$ cat config.mk
export PLATFORM = sky130hd
export DESIGN_NAME = branch_ctx_decoder
export DESIGN_NICKNAME = d
export VERILOG_FILES = /design/src/rtl/branch_ctx_decoder.sv
export SDC_FILE = /design/constraint.sdc
export NUM_CORES = 1
export LEC_CHECK = 0
export ABC_CLOCK_PERIOD_IN_PS = 3000
export CAP_MARGIN = 25
export CORE_ASPECT_RATIO = 0.6
export CORE_UTILIZATION = 48
export DETAILED_ROUTE_END_ITERATION = 6
export PLACE_DENSITY = 0.7
export SETUP_SLACK_MARGIN = 0.4
export SKIP_CTS_REPAIR_TIMING = 1
export SLEW_MARGIN = 20
export SYNTH_ARGS = -nofsm -noshare
export SYNTH_HDL_FRONTEND = slang
export SYNTH_SLANG_ARGS = --single-unit
$ cat constraint.sdc
create_clock -name clk -period 3 [get_ports clk]
set_clock_uncertainty 0.05 [all_clocks]
set_input_delay 0.3 -clock clk [delete_from_list [all_inputs] [get_ports clk]]
set_output_delay 0.3 -clock clk [all_outputs]
set_load 0.05 [all_outputs]
$ cat src/rtl/branch_ctx_decoder.sv
// Multi-context CGRA branch/merge configuration decoder with handshaked context switching.
// Latency: outputs 2 cycles after accepting a loaded context; sw_ready stays low from accept until the decode completes.
module branch_ctx_decoder #(
    parameter int N_PE     = 16,
    parameter int CONF_W   = 22,
    parameter int OP_LSB   = 0,
    parameter int OP_W     = 4,
    parameter int NET_LSB  = 8,
    parameter int NET_W    = 4,
    parameter int N_CTX    = 4,
    parameter int OP_BEQ   = 11,
    parameter int OP_BNE   = 12,
    parameter int OP_MERGE = 15,
    localparam int CW = (N_CTX > 1) ? $clog2(N_CTX) : 1,
    localparam int PW = (N_PE > 1) ? $clog2(N_PE) : 1
) (
    input  logic                   clk,
    input  logic                   rst,
    input  logic                   wr_en,
    input  logic [CW-1:0]          wr_ctx,
    input  logic [PW-1:0]          wr_pe,
    input  logic [CONF_W-1:0]      wr_data,
    input  logic                   clr_en,
    input  logic [CW-1:0]          clr_ctx,
    output logic [N_CTX-1:0]       ctx_loaded,
    input  logic                   sw_valid,
    input  logic [CW-1:0]          sw_ctx,
    output logic                   sw_ready,
    output logic                   sw_err,
    output logic [N_PE-1:0]        branch_set,
    output logic [N_PE-1:0]        merge_set,
    output logic [N_PE*NET_W-1:0]  branch_net_conf,
    output logic [CW-1:0]          out_ctx,
    output logic                   out_valid
);

    localparam logic [CW:0]     CTX_LIM  = (CW+1)'(N_CTX);
    localparam logic [PW:0]     PE_LIM   = (PW+1)'(N_PE);
    localparam logic [OP_W-1:0] OP_BEQ_V = OP_W'(OP_BEQ);
    localparam logic [OP_W-1:0] OP_BNE_V = OP_W'(OP_BNE);
    localparam logic [OP_W-1:0] OP_MRG_V = OP_W'(OP_MERGE);

    typedef enum logic [1:0] {IDLE, WAIT_LOAD, DECODE} state_t;

    state_t                state, state_nxt;
    logic [CONF_W-1:0]     mem      [N_CTX][N_PE];
    logic [N_PE-1:0]       mask     [N_CTX];
    logic [N_PE-1:0]       mask_nxt [N_CTX];
    logic [CW-1:0]         tgt;
    logic                  wr_ok;
    logic                  sw_acc;
    logic                  sw_in_range;
    logic [N_PE-1:0]       br_d;
    logic [N_PE-1:0]       mg_d;
    logic [N_PE*NET_W-1:0] net_d;

    assign wr_ok       = wr_en && ({1'b0, wr_ctx} < CTX_LIM) && ({1'b0, wr_pe} < PE_LIM);
    assign sw_ready    = (state == IDLE);
    assign sw_acc      = sw_valid && sw_ready;
    assign sw_in_range = ({1'b0, sw_ctx} < CTX_LIM);

    always_ff @(posedge clk) begin
        if (wr_ok) begin
            mem[wr_ctx][wr_pe] <= wr_data;
        end
    end

    // Clear is applied before the write, so a same-cycle pair leaves only the written bit.
    always_comb begin
        for (int c = 0; c < N_CTX; c++) begin
            mask_nxt[c] = mask[c];
            if (clr_en && clr_ctx == CW'(c)) begin
                mask_nxt[c] = '0;
            end
            for (int p = 0; p < N_PE; p++) begin
                if (wr_ok && wr_ctx == CW'(c) && wr_pe == PW'(p)) begin
                    mask_nxt[c][p] = 1'b1;
                end
            end
        end
    end

    always_ff @(posedge clk) begin
        if (rst) begin
            ctx_loaded <= '0;
            for (int c = 0; c < N_CTX; c++) begin
                mask[c] <= '0;
            end
        end else begin
            for (int c = 0; c < N_CTX; c++) begin
                mask[c]       <= mask_nxt[c];
                ctx_loaded[c] <= &mask_nxt[c];
            end
        end
    end

    always_comb begin
        state_nxt = state;
        case (state)
            IDLE: begin
                if (sw_acc && sw_in_range) begin
                    state_nxt = ctx_loaded[sw_ctx] ? DECODE : WAIT_LOAD;
                end
            end
            WAIT_LOAD: begin
                if (ctx_loaded[tgt]) begin
                    state_nxt = DECODE;
                end
            end
            DECODE:  state_nxt = IDLE;
            default: state_nxt = IDLE;
        endcase
    end

    always_comb begin
        br_d  = '0;
        mg_d  = '0;
        net_d = '0;
        for (int i = 0; i < N_PE; i++) begin
            br_d[i] = (mem[tgt][i][OP_LSB +: OP_W] == OP_BEQ_V) ||
                      (mem[tgt][i][OP_LSB +: OP_W] == OP_BNE_V);
            mg_d[i] = (mem[tgt][i][OP_LSB +: OP_W] == OP_MRG_V);
            net_d[i*NET_W +: NET_W] = mem[tgt][i][NET_LSB +: NET_W];
        end
    end

    always_ff @(posedge clk) begin
        if (rst) begin
            state           <= IDLE;
            tgt             <= '0;
            sw_err          <= 1'b0;
            out_valid       <= 1'b0;
            out_ctx         <= '0;
            branch_set      <= '0;
            merge_set       <= '0;
            branch_net_conf <= '0;
        end else begin
            state  <= state_nxt;
            sw_err <= sw_acc && !sw_in_range;
            if (sw_acc && sw_in_range) begin
                tgt       <= sw_ctx;
                out_valid <= 1'b0;
            end
            if (state == DECODE) begin
                branch_set      <= br_d;
                merge_set       <= mg_d;
                branch_net_conf <= net_d;
                out_ctx         <= tgt;
                out_valid       <= 1'b1;
            end
        end
    end

endmodule

==> results.json <==
{
  "status": "finished clean",
  "power_density_nw_per_um2": 624.2,
  "synth-edff-count": 512,
  "syn_area_um2": 25530,
  "ys_seq_area_frac": 0.7378,
  "ys_async_sr_fraction": 0,
  "cts.clk_slew.worst_paths_ns": 0.07,
  "start_util": 0.4860,
  "drc": 0,
  "drv_slew": 0,
  "synth_warnings": 0,
  "internal-power_mw": 14.76,
  "setup.worst_path.class": "reg -> out",
  "power.share.clock": 0.392,
  "p_leak_nw": 9.606,
  "reg2reg_depth": 6,
  "finalCritPeriodShare": 0.7811,
  "multi_input_area_um2": 6312,
  "path_cells": "clkdlybuf4s50_1",
  "worst_path_max_delay_cell": "clkdlybuf4s50_1",
  "fmax_mhz": 426.8,
  "fill_cells": 4074,
  "viasPerCell": 5.644,
  "antenna_found_initial": 1,
  "cts-root-buf": "clkbuf_16",
  "crit_fanout": 3,
  "crit_family": "buffers and inverters",
  "ys.flop_type": "edfxtp_1",
  "maxCapViolations": 0,
  "power_frac_comb": 0.060,
  "critPathMaxStageDelay_ns": 0.87,
  "detail_route.first_pass.iterations": 5,
  "grt_usage": 0.2120,
  "num_io_pins": 142,
  "whs_path_depth": 2,
  "rsz0062_at_grt": "false",
  "hold_violations": 0,
  "cp-start-kind": "register",
  "grt_pass1_wl_um": 87030,
  "post-route-util": 0.5732,
  "wl_um": 56610,
  "postSynthAreaPerCell_um2": 16.07,
  "tightest_slew_ns": 0.7641,
  "die-height_um": 180.7,
  "syn-num-nets": 1626,
  "std_cell_rows": 65,
  "synth_cells": 1589,
  "ctsLongestPathBuffers": 3,
  "cts.sinks": 685,
  "seqCellArea_um2": 18850,
  "drtIter0Drc": 1380,
  "p_sw_mw": 4.035,
  "worstPathArrival_ns": 1.99,
  "total_power_mw": 18.80,
  "num_antenna_cells": 0,
  "antenna_left": 0,
  "max-vdd-ir-drop_v": 0.0005628,
  "nNetsFinal": 1842,
  "cts_buffers": 59,
  "grt_pass1_vias": 14460,
  "wire_per_inst_um": 22.13,
  "grt_overflow": 0,
  "min_period_ns": 2.343,
  "syn_to_final_growth_pct": 17.93,
  "cts_tree": "done",
  "finalSetupTns_ns": 0,
  "endpoint_kind": "output pin",
  "htree_levels": 2,
  "grt_max_degree": 81,
  "dp_hpwl_um": 36970,
  "die_area_um2": 54150,
  "die_w_um": 299.8,
  "finalSetupViolCount": 0,
  "yosysUniqueCellTypes": 53,
  "clk_latency_ns": 0.60,
  "core-area_um2": 52540,
  "routabilityCongestion": 0.9706,
  "vias": 14440,
  "path_buf_inv": 1,
  "cp.required_ns": 2.65,
  "worst-path-stages": 1,
  "portBuffers": 126,
  "relSlewSlack": 0.4906,
  "switching_share": 0.2147,
  "layout-drive-gt1-share": 0.1984,
  "pwr-share-seq": 0.549,
  "ys_ff_latch": 685,
  "hp-class": "in -> reg"
}
## path summary, 6_finish.rpt
kind | from | endpoint | slack, ns
hold reg to reg | branch_net_conf[28]$_SDFFE_PP0P_ | branch_net_conf[28]$_SDFFE_PP0P_ | 0.40
setup / recovery | ctx_loaded[0]$_SDFF_PP0_ | ctx_loaded[0] | 0.66
hold / removal | rst | mask[2][1]$_SDFF_PP0_ | 0.07
setup reg to reg | register | branch_set[4]$_SDFFE_PP0P_ | 0.70
## cell usage after synthesis (3+ instances only)
library cell	n	area, um^2
nand2_1	179	671.9
clkbuf_1	68	255.2
or4b_1	3	30.03
nor4bb_1	3	30.03
mux4_2	129	2905
nor4_1	4	25.02
nand4_1	18	112.6
a22oi_1	5	37.54
nand3_1	20	100.1
nor2_1	154	578.1
nand2b_1	3	18.77
nor4b_1	4	35.03
o21ai_0	6	30.03
and2_1	17	106.4
mux2_2	17	191.4
buf_2	18	90.09
a21oi_1	188	940.9
and4b_1	3	30.03
buf_1	5	18.77
nor2b_1	5	31.28
a21o_1	5	37.54
nand3b_1	4	30.03
edfxtp_1	512	15370
dfxtp_1	173	3463
a31oi_1	10	62.56
## kinds of logic (layout without fill, tap and decap cells)
group / count (synthesis) / count (layout) / synth area share
flip-flops: 685 / 685 / 0.7378
buffers and inverters: 96 / 362 / 0.01558
multiplexers: 147 / 147 / 0.1217
AND/OR/NAND/NOR: 435 / 435 / 0.07713
AO/OA/AOI/OAI: 225 / 225 / 0.04768
other: 1 / 1 / 0.0001469
## sequential cells by signal, indices dropped and copies added, names as in the netlist, named ones only
| signal | count |
|---|---|
| branch_set | 16 |
| merge_set | 16 |
| mem | 512 |
| mask | 64 |
| state | 2 |
| tgt | 2 |
| out_ctx | 2 |
| out_valid | 1 |
| branch_net_conf | 64 |
| ctx_loaded | 4 |
## layout make-up
class,count,share of cell area
Clock buffer,84,0.05456
Clock inverter,27,0.007105
Inverter,2,0.0002493
Multi-Input combinational cell,808,0.2096
Sequential cell,685,0.6258
Tap cell,703,0.02921
Timing Repair Buffer,249,0.07342
## placed cells by master (no fill, tap or decap), types with 3 or more instances in the layout
cell type        synthesis  routed
a21o_1                   5       5
a21oi_1                188     188
a22oi_1                  5       5
a31oi_1                 10      10
and2_1                  17      17
and4b_1                  3       3
buf_12                   0       5
buf_2                   18       7
buf_4                    2     119
bufinv_16                0       3
clkbuf_1                68      20
clkbuf_16                0      61
clkbuf_8                 0       3
clkdlybuf4s50_1          0     117
clkinv_1                 0      12
clkinv_2                 0       6
clkinvlp_4               0       3
dfxtp_1                173     171
edfxtp_1               512     512
mux2_2                  17      17
mux4_2                 129     129
nand2_1                179     179
nand3_1                 20      20
nand3b_1                 4       4
nand4_1                 18      18
nor2_1                 154     154
nor2b_1                  5       4
nor4_1                   4       4
nor4b_1                  4       4
nor4bb_1                 3       3
o21ai_0                  6       6
or4b_1                   3       3
## stage by stage
| stage | area, um^2 | std cells | setup WS, ns | hold WS [ns] |
|---|---|---|---|---|
| floorplan | 25530 | 1589 | 0.4896 | 0.3489 |
| global placement | 28250 | 2447 | 0.05529 | 0.3889 |
| detailed placement | 28250 | 2447 | 0.06339 | 0.3961 |
| CTS | 30110 | 2558 | 0.6270 | 0.05158 |
| global route | 30110 | 2558 | 0.5229 | 0.06625 |
| finish | 30110 | 2558 | 0.6568 | 0.07051 |
## power by group through the flow
| stage | clock network, mW | logic (mW) | registers, mW |
|---|---|---|---|
| 5_1_grt | 7.90 | 1.21 | 10.3 |
| 3_3_place_gp | 0 | 1.11 | 10.5 |
| 6_report | 7.36 | 1.13 | 10.3 |
| 3_5_place_dp | 0 | 1.14 | 10.5 |
| 2_1_floorplan | 0 | 0.586 | 10.6 |
| 4_1_cts | 7.53 | 1.14 | 10.3 |
## layer usage
metal	vias to the layer above	wire, um	part of all wire	global-route usage
met2	484	25190	0.44	0.3161
met5	-	0	0	0
met1	7361	26150	0.46	0.3213
met3	82	4121	0.073	0.04376
met4	0	1153	0.020	0.04918
li1	6511	-	-	-
Note: power is estimated with default switching activity, not from simulation.
